[src/rtl/mcs4_pkg.sv]
`default_nettype none
// ============================================================================
// Module      : mcs4 (package)
// Description : Shared types for the MCS-4 bus monitor: instruction-cycle
//               subcycle encoding, address/character types and the fetch
//               record layout exposed on the host port.
// Revision    : 1.0 - initial release
// ============================================================================
package mcs4;

    typedef logic [11:0] addr_t;
    typedef logic [3:0]  char_t;

    // One state per subcycle of the 8-phase instruction cycle, plus the
    // idle state used until the first SYNC is seen.
    typedef enum logic [3:0] {
        UNLOCKED = 4'd0,
        A1       = 4'd1,
        A2       = 4'd2,
        A3       = 4'd3,
        M1       = 4'd4,
        M2       = 4'd5,
        X1       = 4'd6,
        X2       = 4'd7,
        X3       = 4'd8
    } subcycle_e;

    // Bit layout matches rec_data[23:0] from MSB to LSB.
    typedef struct packed {
        addr_t addr;
        char_t opr;
        char_t opa;
        char_t cm_ram_a3;
    } fetch_rec_t;

    localparam int c_rec_w = $bits(fetch_rec_t);

    // Free-running successor; X3 wraps to A1 whether or not SYNC was seen.
    function automatic subcycle_e next_subcycle(input subcycle_e s);
        subcycle_e n;
        case (s)
            A1:      n = A2;
            A2:      n = A3;
            A3:      n = M1;
            M1:      n = M2;
            M2:      n = X1;
            X1:      n = X2;
            X2:      n = X3;
            X3:      n = A1;
            default: n = UNLOCKED;
        endcase
        return n;
    endfunction

endpackage
`default_nettype wire

[src/rtl/mcs4_sync_fifo.sv]
`default_nettype none
// ============================================================================
// Module      : mcs4_sync_fifo
// Description : Generic single-clock FIFO with a registered-storage head.
//               A push while full is accepted only if a pop happens in the
//               same cycle. The head output reads zero while empty.
// Ports       : clk, rst (async, active-high)
//               push, push_data, full   - write side
//               pop, valid, pop_data    - read side (pop ignored when empty)
//               level                   - entries stored
// Revision    : 1.0 - initial release
// ============================================================================
module mcs4_sync_fifo #(
    parameter int WIDTH = 8,
    parameter int DEPTH = 16
) (
    input  logic                     clk,
    input  logic                     rst,
    input  logic                     push,
    input  logic [WIDTH-1:0]         push_data,
    output logic                     full,
    input  logic                     pop,
    output logic                     valid,
    output logic [WIDTH-1:0]         pop_data,
    output logic [$clog2(DEPTH):0]   level
);

    localparam int c_aw = $clog2(DEPTH);
    localparam logic [c_aw:0] c_full_level = DEPTH[c_aw:0];

    logic [WIDTH-1:0] r_mem [DEPTH];
    logic [c_aw-1:0]  r_wr_ptr;
    logic [c_aw-1:0]  r_rd_ptr;
    logic [c_aw:0]    r_level;

    logic w_do_pop;
    logic w_do_push;

    assign valid     = (r_level != '0);
    assign full      = (r_level == c_full_level);
    assign w_do_pop  = pop & valid;
    // A pop in the same cycle frees the slot the push needs.
    assign w_do_push = push & (~full | w_do_pop);
    assign pop_data  = valid ? r_mem[r_rd_ptr] : '0;
    assign level     = r_level;

    // Storage is not reset; the cleared level makes stale contents invisible.
    always_ff @(posedge clk) begin
        if (w_do_push) begin
            r_mem[r_wr_ptr] <= push_data;
        end
    end

    // Power-of-two depth lets the pointers wrap by natural overflow.
    always_ff @(posedge clk or posedge rst) begin
        if (rst) begin
            r_wr_ptr <= '0;
            r_rd_ptr <= '0;
            r_level  <= '0;
        end else begin
            if (w_do_push) r_wr_ptr <= r_wr_ptr + 1'b1;
            if (w_do_pop)  r_rd_ptr <= r_rd_ptr + 1'b1;
            case ({w_do_push, w_do_pop})
                2'b10:   r_level <= r_level + 1'b1;
                2'b01:   r_level <= r_level - 1'b1;
                default: r_level <= r_level;
            endcase
        end
    end

endmodule
`default_nettype wire

[src/rtl/mcs4_bus_monitor.sv]
`default_nettype none
// ============================================================================
// Module      : mcs4_bus_monitor
// Description : Passive MCS-4 bus observer. Tracks the 8-subcycle
//               instruction cycle from SYNC, captures ROM address, opcode
//               nibbles and the A3 CM-RAM lines of each fetch, and queues
//               one 24-bit record per fetch for a valid/ready host.
// Ports       : clk, rst (async, active-high)
//               clken_2            - phase-2 enable, sole bus sample point
//               sync, d_bus, cm_ram - MCS-4 bus (inputs only)
//               enable             - gates record pushes
//               rec_valid/rec_ready/rec_data - host drain port
//               fifo_level, overflow_cnt, sync_err, locked - status
// Revision    : 1.0 - initial release
// ============================================================================
module mcs4_bus_monitor
    import mcs4::*;
#(
    parameter int FIFO_DEPTH = 16
) (
    input  logic                          clk,
    input  logic                          rst,
    input  logic                          clken_2,
    input  logic                          sync,
    input  logic [3:0]                    d_bus,
    input  logic [3:0]                    cm_ram,
    input  logic                          enable,
    output logic                          rec_valid,
    input  logic                          rec_ready,
    output logic [23:0]                   rec_data,
    output logic [$clog2(FIFO_DEPTH):0]   fifo_level,
    output logic [7:0]                    overflow_cnt,
    output logic                          sync_err,
    output logic                          locked
);

    subcycle_e  r_state;
    subcycle_e  w_state_next;
    logic       w_sync_err_set;
    logic       w_rec_done;

    fetch_rec_t r_rec;
    logic       r_push_pend;
    logic       r_sync_err;
    logic [7:0] r_overflow_cnt;

    logic       w_push;
    logic       w_pop;
    logic       w_full;
    logic       w_drop;
    logic [c_rec_w-1:0] w_head;

    // ------------------------------------------------------------------
    // Subcycle tracker
    // ------------------------------------------------------------------
    always_ff @(posedge clk or posedge rst) begin
        if (rst) begin
            r_state <= UNLOCKED;
        end else begin
            r_state <= w_state_next;
        end
    end

    always_comb begin
        w_state_next   = r_state;
        w_sync_err_set = 1'b0;
        w_rec_done     = 1'b0;
        if (clken_2) begin
            if (r_state == UNLOCKED) begin
                if (sync) w_state_next = A1;
            end else if (sync && (r_state != X3)) begin
                // Misplaced SYNC: realign and abandon the fetch in progress.
                w_state_next   = A1;
                w_sync_err_set = 1'b1;
            end else begin
                w_state_next = next_subcycle(r_state);
                w_rec_done   = (r_state == M2);
            end
        end
    end

    assign locked = (r_state != UNLOCKED);

    // ------------------------------------------------------------------
    // Field capture. Every field is rewritten before the next M2, so a
    // discarded partial record never leaks into a later push.
    // ------------------------------------------------------------------
    always_ff @(posedge clk or posedge rst) begin
        if (rst) begin
            r_rec <= '0;
        end else if (clken_2) begin
            case (r_state)
                A1: r_rec.addr[3:0]  <= d_bus;
                A2: r_rec.addr[7:4]  <= d_bus;
                A3: begin
                    r_rec.addr[11:8] <= d_bus;
                    r_rec.cm_ram_a3  <= cm_ram;
                end
                M1: r_rec.opr        <= d_bus;
                M2: r_rec.opa        <= d_bus;
                default: ;
            endcase
        end
    end

    // ------------------------------------------------------------------
    // Push stage, error flag and overflow accounting
    // ------------------------------------------------------------------
    // The push is pending for exactly one clk because clken_2 is never
    // asserted on consecutive cycles.
    always_ff @(posedge clk or posedge rst) begin
        if (rst) begin
            r_push_pend    <= 1'b0;
            r_sync_err     <= 1'b0;
            r_overflow_cnt <= '0;
        end else begin
            r_push_pend <= w_rec_done;
            if (w_sync_err_set) r_sync_err <= 1'b1;
            if (w_drop && (r_overflow_cnt != 8'hFF)) begin
                r_overflow_cnt <= r_overflow_cnt + 8'd1;
            end
        end
    end

    assign w_push       = r_push_pend & enable;
    assign w_pop        = rec_valid & rec_ready;
    assign w_drop       = w_push & w_full & ~w_pop;
    assign sync_err     = r_sync_err;
    assign overflow_cnt = r_overflow_cnt;
    assign rec_data     = w_head;

    mcs4_sync_fifo #(
        .WIDTH (c_rec_w),
        .DEPTH (FIFO_DEPTH)
    ) u_fifo (
        .clk       (clk),
        .rst       (rst),
        .push      (w_push),
        .push_data (r_rec),
        .full      (w_full),
        .pop       (w_pop),
        .valid     (rec_valid),
        .pop_data  (w_head),
        .level     (fifo_level)
    );

endmodule
`default_nettype wire
[config.mk]
export PLATFORM = sky130hd
export DESIGN_NAME = mcs4_bus_monitor
export DESIGN_NICKNAME = d
export VERILOG_FILES = /design/src/rtl/mcs4_pkg.sv /design/src/rtl/mcs4_sync_fifo.sv /design/src/rtl/mcs4_bus_monitor.sv
export SDC_FILE = /design/constraint.sdc
export NUM_CORES = 1
export LEC_CHECK = 0
export CORE_ASPECT_RATIO = 1.2
export CORE_UTILIZATION = 30
export CTS_BUF_LIST = sky130_fd_sc_hd__clkbuf_8 sky130_fd_sc_hd__clkbuf_16
export CTS_CLUSTER_SIZE = 24
export DETAILED_ROUTE_END_ITERATION = 7
export GPL_TIMING_DRIVEN = 1
export MAX_ROUTING_LAYER = met4
export PLACE_DENSITY = 0.49
export SLEW_MARGIN = 20
export SYNTH_ARGS = -nofsm -noshare
export SYNTH_HDL_FRONTEND = slang
export SYNTH_SLANG_ARGS = --single-unit
[constraint.sdc]
create_clock -name clk -period 3.3 [get_ports clk]
set_clock_uncertainty 0.05 [all_clocks]
set_input_delay 0.66 -clock clk [delete_from_list [all_inputs] [get_ports clk]]
set_output_delay 0.66 -clock clk [all_outputs]
set_load 0.01 [all_outputs]
==> flow_metrics.env <==
export IMPL_synthArstFlopShare_pct=11.7
export IMPL_placement_cell_area_um2=19200
export IMPL_outcome="finished, violations left"
export IMPL_area_growth_pct=23.9
export IMPL_drc_errors=2
export IMPL_hold_viol_final=0
export IMPL_core_area_um2=56200
export IMPL_synth_area_leaders="edfxtp_1, dfrtp_1, mux4_2"
export IMPL_cp_start_kind="flip-flop"
export IMPL_nets=1115
export IMPL_vdd_drop_max_v=0.000430
export IMPL_end_kind="output port"
export IMPL_worst_skew_pair_late_latency_ns=0.54
export IMPL_num_vias=8994
export IMPL_yosysSeqAreaShare_pct=74.8
export IMPL_numCtsBuffers=42
export IMPL_synth_flop_cell="edfxtp_1"
export IMPL_io_buffers=53
export IMPL_max_stage_delay_ns=0.52
export IMPL_grt_pass1_vias=9596
export IMPL_cts_tree="built"
export IMPL_report_final_setup_viol=0
export IMPL_syn_area_um2=17100
export IMPL_drt_first_pass_iters=6
export IMPL_hp_class="reg -> reg"
export IMPL_synth_top_cell_area_share_pct=67.3
export IMPL_powerDensity_nw_per_um2=878
export IMPL_maxSlewViolCount=0
export IMPL_drt_initial_drc_count=834
export IMPL_slew_headroom_pct=57.6
export IMPL_required_ns=2.59
export IMPL_num_rows=95
export IMPL_path_clk_slew_ns=0.06
export IMPL_worstHoldStart="sync_err"
export IMPL_die_y_um=264
export IMPL_drtAntennaViolNets=0
export IMPL_p_leak_nw=7.41
export IMPL_ys_warn_count=0
export IMPL_synth_edff_count=384
export IMPL_antenna_found_initial=0
export IMPL_fin_area_um2=21200
export IMPL_pre_cts_ws_ns=-0.0617
export IMPL_ys_ff_latch=435
export IMPL_avgRoutedWirePerCell_um=24.4
export IMPL_layout_commonest_cell="edfxtp_1"
export IMPL_overflow=0
export IMPL_clock_root_buffer="clkbuf_16"
export IMPL_synth_area_leader_cell="edfxtp_1"
export IMPL_critPathMaxFanout=6
export IMPL_netlist_cell_type_count=42
export IMPL_r2r_end="u_fifo.level[4]"
export IMPL_post_route_min_period_ns=3.24
export IMPL_wirelength_um=45100
export IMPL_syn_inst=932
export IMPL_grtUsageTotal_pct=16.3
export IMPL_setup_ws_ns=0.0623
export IMPL_antenna_cells=0
export IMPL_clockBufferDepth=3
export IMPL_crit_slowest_cell="dfrtp_4"
export IMPL_crit_cells=6
export IMPL_finalCritPeriodShare_pct=98.1
export IMPL_whs_path_depth=2
export IMPL_worst_setup_path_type="reg -> out"
export IMPL_io_pins=54
export IMPL_rsz0062_at_grt="true"
export IMPL_viasPerCell=4.87
export IMPL_violations="DRC"
export IMPL_grt_pass1_wl_um=66100
export IMPL_ff2ff_setup_slack_ns=0.48
export IMPL_reg2reg_depth=12
export IMPL_syn_num_nets=961
export IMPL_worstMarginPinSlew_ns=0.632
export IMPL_die_w_um=220
export IMPL_fmax_mhz=309
export IMPL_place_hpwl_um=25400
export IMPL_syn_area_per_cell_um2=18.4
export IMPL_layout_common_cells="edfxtp_1, mux2i_1, buf_4"
export IMPL_clock_sinks=435
export IMPL_cp_cell_sequence="buf_12, bufbuf_16, mux4_2, a22oi_1, o21ai_0, dlygate4sd2_1"
export IMPL_floorplan_initialDensity_pct=30.5
export IMPL_htree_levels=2
export IMPL_die_area_um2=58000
export IMPL_path_buf_inv=3
export IMPL_maxCapViolCount=0
export IMPL_layout_drive_gt1_share_pct=28.2
export IMPL_place_congestion=0.756
export IMPL_grt_start_max_net_pins=49
export IMPL_crit_family="buffers and inverters"
export IMPL_min_to="sync_err"
export IMPL_arrival_ns=2.53
export IMPL_r2r_start="u_fifo.level[0]"
registers in the layout (all words and copies together) (netlist names):
name             cells
u_fifo.r_rd_ptr      4
sync_err             1
r_push_pend          1
r_state              4
overflow_cnt         8
u_fifo.r_mem       384
r_rec               24
u_fifo.r_wr_ptr      4
u_fifo.level         5
how the worst max path moves through the flow:
stage | start | endpoint | slack [ns]
3_3_place_gp | u_fifo.r_rd_ptr[0] | rec_data[5] | -0.09
6_report | u_fifo.r_rd_ptr[0] | rec_data[18] | 0.06
2_1_floorplan | rec_ready | u_fifo.r_mem[15][0] | 0.40
4_1_cts | u_fifo.r_rd_ptr[0] | rec_data[20] | -0.04
3_5_place_dp | u_fifo.r_rd_ptr[0] | rec_data[11] | -0.06
5_1_grt | u_fifo.level[0] | rec_data[5] | -0.03
kinds of logic (layout without fill, tap and decap cells):
logic type               after synthesis  in the layout  share of synthesized area [%]
AND/OR/NAND/NOR                      111            111                           3.19
adder cells (fa/ha/maj)               15             15                           1.10
AO/OA/AOI/OAI                        118            120                           4.65
XOR/XNOR                              15             15                          0.767
multiplexers                         175            175                           14.0
buffers and inverters                 63            248                           1.52
flip-flops                           435            435                           74.8
cell usage after synthesis, drive strengths merged (2+ instances only):
cell type,n
a21oi,6
a22oi,72
and3,2
buf,21
clkbuf,29
dfrtp,51
edfxtp,384
ha,15
inv,13
mux2,30
mux2i,97
mux4,48
nand2,42
nand2b,8
nand3,9
nand4,5
nor2,21
nor2b,5
nor3,10
nor3b,2
nor4,2
o211ai,2
o21ai,31
o31ai,2
xnor2,9
xor2,6
worst register-to-register path: stages (launching register included):
cell and delay (ns):
dfrtp_1 0.40, nor4_4 0.33, buf_4 0.18, nand2_1 0.16, nand2_1 0.24, inv_1 0.10, ha_1 0.22, xor2_1 0.15
ha_1 0.21, or2_2 0.28, a31oi_1 0.16, o31ai_1 0.10, xnor2_1 0.14
power by group:
group | leakage, nW | switching [mW] | internal [mW]
sequential | 4.10 | 0.828 | 6.89
clock | 0.671 | 2.01 | 2.43
combinational | 2.63 | 3.29 | 3.17
total | 7.41 | 6.13 | 12.5
final cells by class:
class                           instances  area, um^2
Timing Repair Buffer                  158        1780
Sequential cell                       435       12800
Fill cell                            5137       35000
Multi-Input combinational cell        436        4400
Clock buffer                           46        1120
Clock inverter                         31         144
Tap cell                              727         910
Inverter                               13        52.6
repair_timing:
action / in CTS / in global routing
hold buffers: 0 / 0
setup buffers: 36 / 3
gates cloned: 6 / 2
setup endpoints to repair: 24 / 18
pin swaps: 11 / 2
gates resized for setup: 107 / 34
per-stage QoR:
stage                     TNS (ns)  total power [mW]  util (%)  hold slack, ns  std cells
after global routing       -0.0488              19.5      37.7           0.463       1846
final                            0              18.6      37.7           0.440       1846
after global placement      -0.239              13.2      34.1           0.414       1722
after detailed placement    -0.198              13.2      34.1           0.425       1722
after floorplan                  0              10.5         -           0.447        932
after CTS                   -0.110              18.6      37.5           0.448       1841
metal layers:
layer / vias up / wire, um / track usage (%)
met5: - / 0 / -
met1: 4692 / 18600 / 20.2
li1: 4026 / - / -
met4: 0 / 1280 / 5.20
met2: 206 / 23400 / 27.2
met3: 70 / 1790 / 2.45
Power figures use the tool's default switching activity.
